===== src/rtl/xadc_drp_stream_adapter.sv =====
// Reads the two auxiliary XADC results over DRP once per end-of-sequence pulse and
// presents them as two independent 16-bit AXI-Stream sources (voltage, current-monitor).
module xadc_drp_stream_adapter #(
    parameter int                    DATA_WIDTH   = 16,
    parameter int                    ADDR_WIDTH   = 7,
    parameter logic [ADDR_WIDTH-1:0] VOLTAGE_ADDR = 7'h1C,
    parameter logic [ADDR_WIDTH-1:0] CURRENT_ADDR = 7'h14
) (
    input  logic                  xadc_dclk,
    input  logic                  xadc_reset,
    output logic [ADDR_WIDTH-1:0] xadc_daddr,
    output logic                  xadc_den,
    input  logic                  xadc_drdy,
    input  logic [DATA_WIDTH-1:0] xadc_do,
    input  logic                  xadc_eos,
    output logic [DATA_WIDTH-1:0] voltage_tdata,
    output logic                  voltage_tvalid,
    input  logic                  voltage_tready,
    output logic [DATA_WIDTH-1:0] current_tdata,
    output logic                  current_tvalid,
    input  logic                  current_tready
);

    typedef enum logic [2:0] {
        S_IDLE,
        S_REQ_V,
        S_WAIT_V,
        S_REQ_C,
        S_WAIT_C,
        S_PRESENT
    } state_t;

    state_t                r_state;
    logic                  r_pending;
    logic                  r_den;
    logic [ADDR_WIDTH-1:0] r_daddr;
    logic [DATA_WIDTH-1:0] r_v_data;
    logic [DATA_WIDTH-1:0] r_c_data;
    logic                  r_v_valid;
    logic                  r_c_valid;

    // A channel is finished once its beat is gone or is being accepted this cycle.
    logic w_v_done;
    logic w_c_done;
    assign w_v_done = !r_v_valid || voltage_tready;
    assign w_c_done = !r_c_valid || current_tready;

    always_ff @(posedge xadc_dclk) begin
        if (xadc_reset) begin
            r_state   <= S_IDLE;
            r_pending <= 1'b0;
            r_den     <= 1'b0;
            r_daddr   <= '0;
            r_v_data  <= '0;
            r_c_data  <= '0;
            r_v_valid <= 1'b0;
            r_c_valid <= 1'b0;
        end else begin
            r_den <= 1'b0;
            // Any number of EOS pulses while busy collapse into one queued sweep.
            if (xadc_eos && r_state != S_IDLE)
                r_pending <= 1'b1;
            case (r_state)
                S_IDLE: begin
                    if (xadc_eos || r_pending) begin
                        r_state   <= S_REQ_V;
                        r_pending <= 1'b0;
                        r_den     <= 1'b1;
                        r_daddr   <= VOLTAGE_ADDR;
                    end
                end
                S_REQ_V: r_state <= S_WAIT_V;
                S_WAIT_V: begin
                    if (xadc_drdy) begin
                        r_v_data <= xadc_do;
                        r_state  <= S_REQ_C;
                        r_den    <= 1'b1;
                        r_daddr  <= CURRENT_ADDR;
                    end
                end
                S_REQ_C: r_state <= S_WAIT_C;
                S_WAIT_C: begin
                    if (xadc_drdy) begin
                        r_c_data  <= xadc_do;
                        r_v_valid <= 1'b1;
                        r_c_valid <= 1'b1;
                        r_state   <= S_PRESENT;
                    end
                end
                S_PRESENT: begin
                    if (r_v_valid && voltage_tready)
                        r_v_valid <= 1'b0;
                    if (r_c_valid && current_tready)
                        r_c_valid <= 1'b0;
                    if (w_v_done && w_c_done)
                        r_state <= S_IDLE;
                end
                default: r_state <= S_IDLE;
            endcase
        end
    end

    assign xadc_den       = r_den;
    assign xadc_daddr     = r_daddr;
    assign voltage_tdata  = r_v_data;
    assign voltage_tvalid = r_v_valid;
    assign current_tdata  = r_c_data;
    assign current_tvalid = r_c_valid;

endmodule


===== config.mk =====
export PLATFORM = sky130hd
export DESIGN_NAME = xadc_drp_stream_adapter
export DESIGN_NICKNAME = d
export VERILOG_FILES = /design/src/rtl/xadc_drp_stream_adapter.sv
export SDC_FILE = /design/constraint.sdc
export NUM_CORES = 1
export LEC_CHECK = 0
export ABC_CLOCK_PERIOD_IN_PS = 1700
export CAP_MARGIN = 20
export CELL_PAD_IN_SITES_DETAIL_PLACEMENT = 2
export CELL_PAD_IN_SITES_GLOBAL_PLACEMENT = 2
export CORE_UTILIZATION = 32
export DETAILED_ROUTE_END_ITERATION = 10
export DONT_BUFFER_PORTS = 1
export PLACE_DENSITY = 0.79
export SKIP_LAST_GASP = 1
export SYNTH_ARGS = -nofsm -noshare
export SYNTH_HDL_FRONTEND = slang
export SYNTH_SLANG_ARGS = --single-unit

===== constraint.sdc =====
create_clock -name xadc_dclk -period 1.7 [get_ports xadc_dclk]
set_input_delay 0.51 -clock xadc_dclk [delete_from_list [all_inputs] [get_ports xadc_dclk]]
set_output_delay 0.51 -clock xadc_dclk [all_outputs]
set_load 0.05 [all_outputs]

; Word level (Yosys, flattened, before mapping)
; Cells that the tools add are included.
[word_totals]
register_bits = 46
inputBits = 22
output_inout_bits = 42
wordCells = 57
[op_classes]
n_eq_ne = 11
n_mux = 19
n_reduce_logical = 19
[op_table]
columns = cell, count
row1 = $pmux 3 s6, 1
row2 = $mux 7, 2
row3 = $pmux 7 s2, 1
row4 = $mux 3, 4
row5 = $ne 2x2->1 const B, 6
row6 = $reduce_and 3->1, 3
row7 = $mux 1, 8
row8 = $eq 3x2->1 const B, 2
row9 = $eq 3x3->1 const B, 2
row10 = $pmux 1 s2, 3
row11 = $logic_and 1x1->1, 4
row12 = $reduce_and 2->1, 2
row13 = $reduce_and 4->1, 1
row14 = $reduce_bool 2->1, 2
row15 = $eq 3x1->1 const B, 1
row16 = $logic_not 3->1, 1
row17 = $logic_or 1x1->1, 3
row18 = $reduce_bool 3->1, 1
row19 = $logic_not 1->1, 2

; Logic depth before layout (Yosys ltp)
; Gate-level depths: netlist of run 1.
[logic_depth]
ltp_word = 5
ltp_mapped = 8
mapped_depth_nobuf = 4

; Least setup slack after synthesis of run 1
; OpenSTA, ideal clock, no wires.
[synth_timing]
path_kind = in2reg
startpoint = input xadc_drdy
endpoint = register r_v_data[1] (netlist: voltage_tdata[1])
setup_time_ns = 0.132
t_arrival_ns = 1.328
t_required_ns = 1.568
slack_ns = 0.239
stages = 5
n_path_buf = 2
path_cell_list = clkbuf_1 > nand3_1 > clkbuf_1 > nand2_1 > a21oi_1
[synth_between]
elab_chain_cells = 1
[synth_rtl]
columns = element, line
row1 = start: declaration, 13  ; input logic xadc_drdy,
row2 = $reduce_and 2->1 (no source line), -
row3 = end signal: assignment, 75  ; r_v_data <= xadc_do;
row4 = end: declaration, 37  ; logic [DATA_WIDTH-1:0] r_v_data;
; No other way between the ends.
; A chain may end at the register's enable or synchronous reset.

; Worst setup path after layout of run 1
[layout_timing]
startpoint = register r_c_data[0] (netlist: current_tdata[0])
endpoint = output current_tdata[0]
[layout_lines]
columns = element, line
row1 = start: declaration, 38  ; logic [DATA_WIDTH-1:0] r_c_data;
row2 = start signal: assignment, 84  ; r_c_data <= xadc_do;
row3 = end: declaration, 19  ; output logic [DATA_WIDTH-1:0] current_tdata,
; No word-level cell between the ends.

==> results of run 1 <==
routing by layer:
metal	wire, um	up-vias
met1	1767	614
met4	71	0
li1	-	630
met5	0	-
met3	385	7
met2	2296	47
power by group:
| group | internal (mW) | switching, mW | total [mW] | leakage, nW |
|---|---|---|---|---|
| Combinational | 0.120 | 0.230 | 0.350 | 0.208 |
| Clock | 0.479 | 0.327 | 0.806 | 0.0585 |
| Sequential | 1.03 | 0.194 | 1.22 | 0.332 |
through the flow:
stage / utilization / setup slack (ns)
2_1_floorplan: - / 0.2394
3_3_place_gp: 0.3420 / 0.4446
3_5_place_dp: 0.3420 / 0.3221
4_1_cts: 0.3666 / 0.2155
5_1_grt: 0.3666 / 0.1441
6_report: 0.3666 / 0.2340
worst paths after layout:
check,to,slack [ns]
max,current_tdata[0],0.23
min,current_tvalid$_SDFFE_PP0P_,0.29
max reg2reg,current_tdata[6]$_SDFFE_PP0P_,0.31
min reg2reg,r_pending$_SDFF_PP0_,0.55
cell families after synthesis:
group,after synthesis,synth area share
XOR/XNOR,1,0.005597
flip-flops,41,0.5244
other,1,0.002396
buffers and inverters,23,0.08392
AND/OR/NAND/NOR,89,0.2326
AO/OA/AOI/OAI,44,0.1511
cell type report:
cell class,count,share of cell area
Inverter,3,0.006503
Clock inverter,1,0.01734
Timing Repair Buffer,10,0.04335
Multi-Input combinational cell,138,0.3605
Sequential cell,41,0.4740
Tap cell,67,0.04841
Clock buffer,7,0.04986
worst register-to-register path, cell delays in order, from the launching register on:
cell and delay [ns]:
dfxtp_1 0.43, nor2b_1 0.25, and3b_1 0.19, buf_4 0.21, nand2_1 0.08, a21oi_1 0.15
registers in the layout (all words and copies together) (netlist names):
register,cells
current_tdata,16
current_tvalid,1
r_pending,1
r_state,3
voltage_tdata,16
voltage_tvalid,1
xadc_daddr,2
xadc_den,1
cells in the mapped netlist:
cell,count
o221ai_1,1
a31oi_1,1
or2_2,1
a2bb2oi_1,3
o21ai_0,2
buf_6,1
buf_1,1
nor2_1,6
clkbuf_1,6
nand3_1,2
buf_4,9
nor2b_1,2
xnor2_1,1
a21oi_1,37
nor3_1,4
conb_1,1
buf_2,3
inv_1,3
and3b_1,1
nand3b_1,2
dfxtp_1,41
and3_1,1
nand2_1,70
==> impl_metrics.json, run 1 <==
{
  "slew_viol_final": 0,
  "place_inst": 259,
  "grt_util_met1": 0.2077,
  "postLayoutCellArea_um2": 1732,
  "fin_crit_sh": 0.8624,
  "synth_top_cell_by_area": "dfxtp_1",
  "synth_cell_types": 23,
  "rsz0062_at_grt": "false",
  "fmax_mhz": 682.1,
  "ys_seq_area_frac": 0.5244,
  "ir_worst_vdd_uv": 363.3,
  "n_antenna_cell": 0,
  "totalPowerFinal_mw": 2.378,
  "crit_path_end_kind": "primary output",
  "synth-seq-cells": 41,
  "layout_common_cells": "70 x nand2_1, 41 x dfxtp_1, 37 x a21oi_1, 10 x buf_4",
  "cts_tree": "done",
  "critPathKind": "flip-flop to primary output",
  "num-fill-cells": 545,
  "ctsRootBufferMaster": "clkbuf_8",
  "dr.pass1.iters": 2,
  "use_met2": 0.3323,
  "holdPathStages": 1,
  "min-delay-start": "xadc_reset",
  "drive_above_1_share": 0.09000,
  "synth_area_leaders": "dfxtp_1 52%, nand2_1 17%, a21oi_1 12%, buf_4 4.3%, a2bb2oi_1 1.7%",
  "ys_warn_count": 0,
  "critPathMaxFanout": 2,
  "gp_congestion": 0.7376,
  "clock_latency_ns": 0.29,
  "crit_required_ns": 1.19,
  "tightestPinTransition_ns": 0.5406,
  "syn_to_final_growth_pct": 10.63,
  "whs_ns": 0.2869,
  "register_area_um2": 820.8,
  "hold_viol": 0,
  "drv_cap": 0,
  "final_common_cell": "nand2_1",
  "clk_path_buf_depth": 2,
  "critPathLaunch": "current_tdata[0]$_SDFFE_PP0P_",
  "min_period_ns": 1.466,
  "fin_tns_setup_ns": 0,
  "crit_path_start_kind": "flip-flop",
  "setup_viol": 0,
  "clk_pin_slew_ns": 0.08,
  "cts.sinks": 41,
  "clock_skew_ns": 0.002400,
  "fp.coreArea_um2": 4723,
  "cp.depth": 0,
  "port_buffers": 0,
  "drc": 0,
  "netlist.area_leader.share": 0.5244,
  "overflow": 0,
  "cts.htree.levels": 2,
  "cts_setup_buffers": 0,
  "r2r_start": "r_state[2]$_SDFFE_PP0P_",
  "grt_usage": 0.1883,
  "ant_nets": 0,
  "grt_pass1_wl_mm": 7.376,
  "cts_made_buffers": 5,
  "dieWidth_um": 71.94,
  "grt_pass1_vias": 1477,
  "cts_resized": 0,
  "p_leak_nw": 0.5992,
  "postSynthCellCount": 199,
  "status": "finished clean",
  "power_density_nw_per_um2": 1373,
  "busiest_layer": "met2",
  "rows": 25,
  "maxSlewHeadroom": 0.6391,
  "ctsHoldBuffers": 0,
  "die_h_um": 71.94,
  "place_area_um2": 1615,
  "r2r_cells": 5,
  "synth_area_um2": 1565,
  "multi_input_area_um2": 624.3,
  "vias_per_cell": 4.861,
  "nets": 221,
  "start_util": 0.3314,
  "grt_max_degree": 42,
  "io_pins": 64,
  "met3_usage": 0.06250,
  "cp.arrival_ns": 0.96,
  "vias": 1298,
  "drt_wl_total_mm": 4.521,
  "layout.cells.non_filler": 267,
  "avgSynthCellArea_um2": 7.866,
  "drtIter0Drc": 59,
  "hp-class": "input port to flip-flop",
  "wl_per_cell_um": 16.93,
  "die_area_um2": 5175,
  "grt_antenna_before_repair": 0,
  "dp_hpwl_mm": 3.324
}
Power figures use the tool's default switching activity.
==> run 2, diff against run 1 <==
- PLACE_DENSITY: 0.79 -> unset
- PLACE_DENSITY_LB_ADDON: unset -> 0.1
==> run 2 against run 1 <==
Critical path depth did not move. Sequential share of layout area unchanged. Worst hold slack lost 0.0044 ns. Global-route usage fell by 0.45 points. Final area did not move.
==> impl_metrics.json, run 2 (same netlist as run 1, synthesis figures left out) <==
{
  "multi_input_area_um2": 624.3,
  "r2r_cells": 5,
  "r2r_setup_slack_ns": 0.26,
  "fin_util": 0.3666,
  "drt_wl_total_mm": 4.405,
  "cts_tree": "done",
  "layout_setup_ws_ns": 0.2369,
  "overflow": 0,
  "wl_per_cell_um": 16.50,
  "hold_viol": 0,
  "fmax_mhz": 683.5,
  "drc": 0,
  "die_area_um2": 5175,
  "die_h_um": 71.94,
  "register_area_um2": 820.8,
  "drtIter0Drc": 45,
  "grt_antenna_before_repair": 0,
  "grt_max_degree": 42,
  "status": "finished clean",
  "rows": 25,
  "final_common_cell": "nand2_1",
  "hold_end": "current_tdata[10]$_SDFFE_PP0P_",
  "drv_cap": 0,
  "highest_layer": "met4",
  "critPathKind": "flip-flop to primary output",
  "clk_pin_slew_ns": 0.08,
  "n_antenna_cell": 0,
  "syn_to_final_growth_pct": 10.63,
  "dr.pass1.iters": 4,
  "crit_path_start_kind": "flip-flop",
  "grt_pass1_wl_mm": 7.176,
  "clk_path_buf_depth": 2,
  "whs_ns": 0.2825,
  "crit_path_end_kind": "primary output",
  "cts_resized": 0,
  "pre_cts_ws_ns": 0.2302,
  "vias_per_cell": 4.914,
  "drive_above_1_share": 0.09000,
  "start_util": 0.3314,
  "dp_hpwl_mm": 3.157,
  "crit_required_ns": 1.19,
  "power_density_nw_per_um2": 1370,
  "fin_crit_sh": 0.8606,
  "totalPowerFinal_mw": 2.372,
  "min_period_ns": 1.463,
  "grt_pass1_vias": 1469,
  "layout_common_cells": "70 x nand2_1, 41 x dfxtp_1, 37 x a21oi_1, 10 x buf_4",
  "cts.htree.levels": 2,
  "ctsRootBufferMaster": "clkbuf_8",
  "r2r_start": "r_state[2]$_SDFFE_PP0P_",
  "vias": 1312,
  "cts_setup_buffers": 0,
  "num-fill-cells": 548,
  "min-delay-start": "xadc_reset",
  "clock_skew_ns": 0.002958,
  "ctsHoldBuffers": 0,
  "maxSlewHeadroom": 0.6364,
  "grt_usage": 0.1838,
  "regToRegEndpoint": "voltage_tdata[14]$_SDFFE_PP0P_",
  "wl_met2_mm": 2.187,
  "rsz0062_at_grt": "false",
  "cts.sinks": 41,
  "nets": 221,
  "io_pins": 64,
  "fp.coreArea_um2": 4723,
  "setup_viol": 0,
  "wl_met3_um": 333,
  "wl_met1_mm": 1.804,
  "fin_tns_setup_ns": 0,
  "ir_worst_vdd_uv": 697.3,
  "gp_congestion": 0.7582,
  "p_leak_nw": 0.5992,
  "cp.arrival_ns": 0.95,
  "cts_made_buffers": 5,
  "port_buffers": 0,
  "dieWidth_um": 71.94,
  "hp-class": "input port to flip-flop",
  "tightestPinTransition_ns": 0.5447,
  "ant_nets": 0,
  "clock_latency_ns": 0.29,
  "critPathMaxFanout": 3,
  "slew_viol_final": 0,
  "holdPathStages": 1
}
## run 2: report_power, final
group / internal [mW] / switching (mW)
clock network: 0.479 / 0.324
registers: 1.03 / 0.196
logic: 0.120 / 0.225
total: 1.63 / 0.744
## run 2: metal layers
layer | vias up | track usage
li1 | 632 | -
met1 | 624 | 0.2023
met2 | 47 | 0.3260
met3 | 9 | 0.05972
met4 | 0 | 0.07625
met5 | - | 0
## run 2: worst max-delay path by stage
stage,startpoint,endpoint,slack (ns),depth (start not counted)
2_1_floorplan,xadc_drdy,voltage_tdata[1]$_SDFFE_PP0P_,0.24,5
3_3_place_gp,r_state[2]$_SDFFE_PP0P_,voltage_tdata[7]$_SDFFE_PP0P_,0.41,5
3_5_place_dp,r_state[2]$_SDFFE_PP0P_,voltage_tdata[14]$_SDFFE_PP0P_,0.23,5
4_1_cts,r_state[2]$_SDFFE_PP0P_,voltage_tdata[14]$_SDFFE_PP0P_,0.21,5
5_1_grt,r_state[2]$_SDFFE_PP0P_,voltage_tdata[14]$_SDFFE_PP0P_,0.10,5
6_report,xadc_daddr[3]$_SDFFE_PP0P_,xadc_daddr[3],0.24,0
## run 2: cell type report
class                           instances  area share
Inverter                                3    0.006503
Multi-Input combinational cell        138      0.3605
Clock inverter                          1     0.01734
Tap cell                               67     0.04841
Timing Repair Buffer                   10     0.04335
Sequential cell                        41      0.4740
Clock buffer                            7     0.04986
## run 2: metrics by stage
| step | instances | instance area [um2] |
|---|---|---|
| 4_1_cts | 267 | 1732 |
| 5_1_grt | 267 | 1732 |
| 3_3_place_gp | 259 | 1615 |
| 2_1_floorplan | 202 | 1577 |
| 3_5_place_dp | 259 | 1615 |
| 6_report | 267 | 1732 |
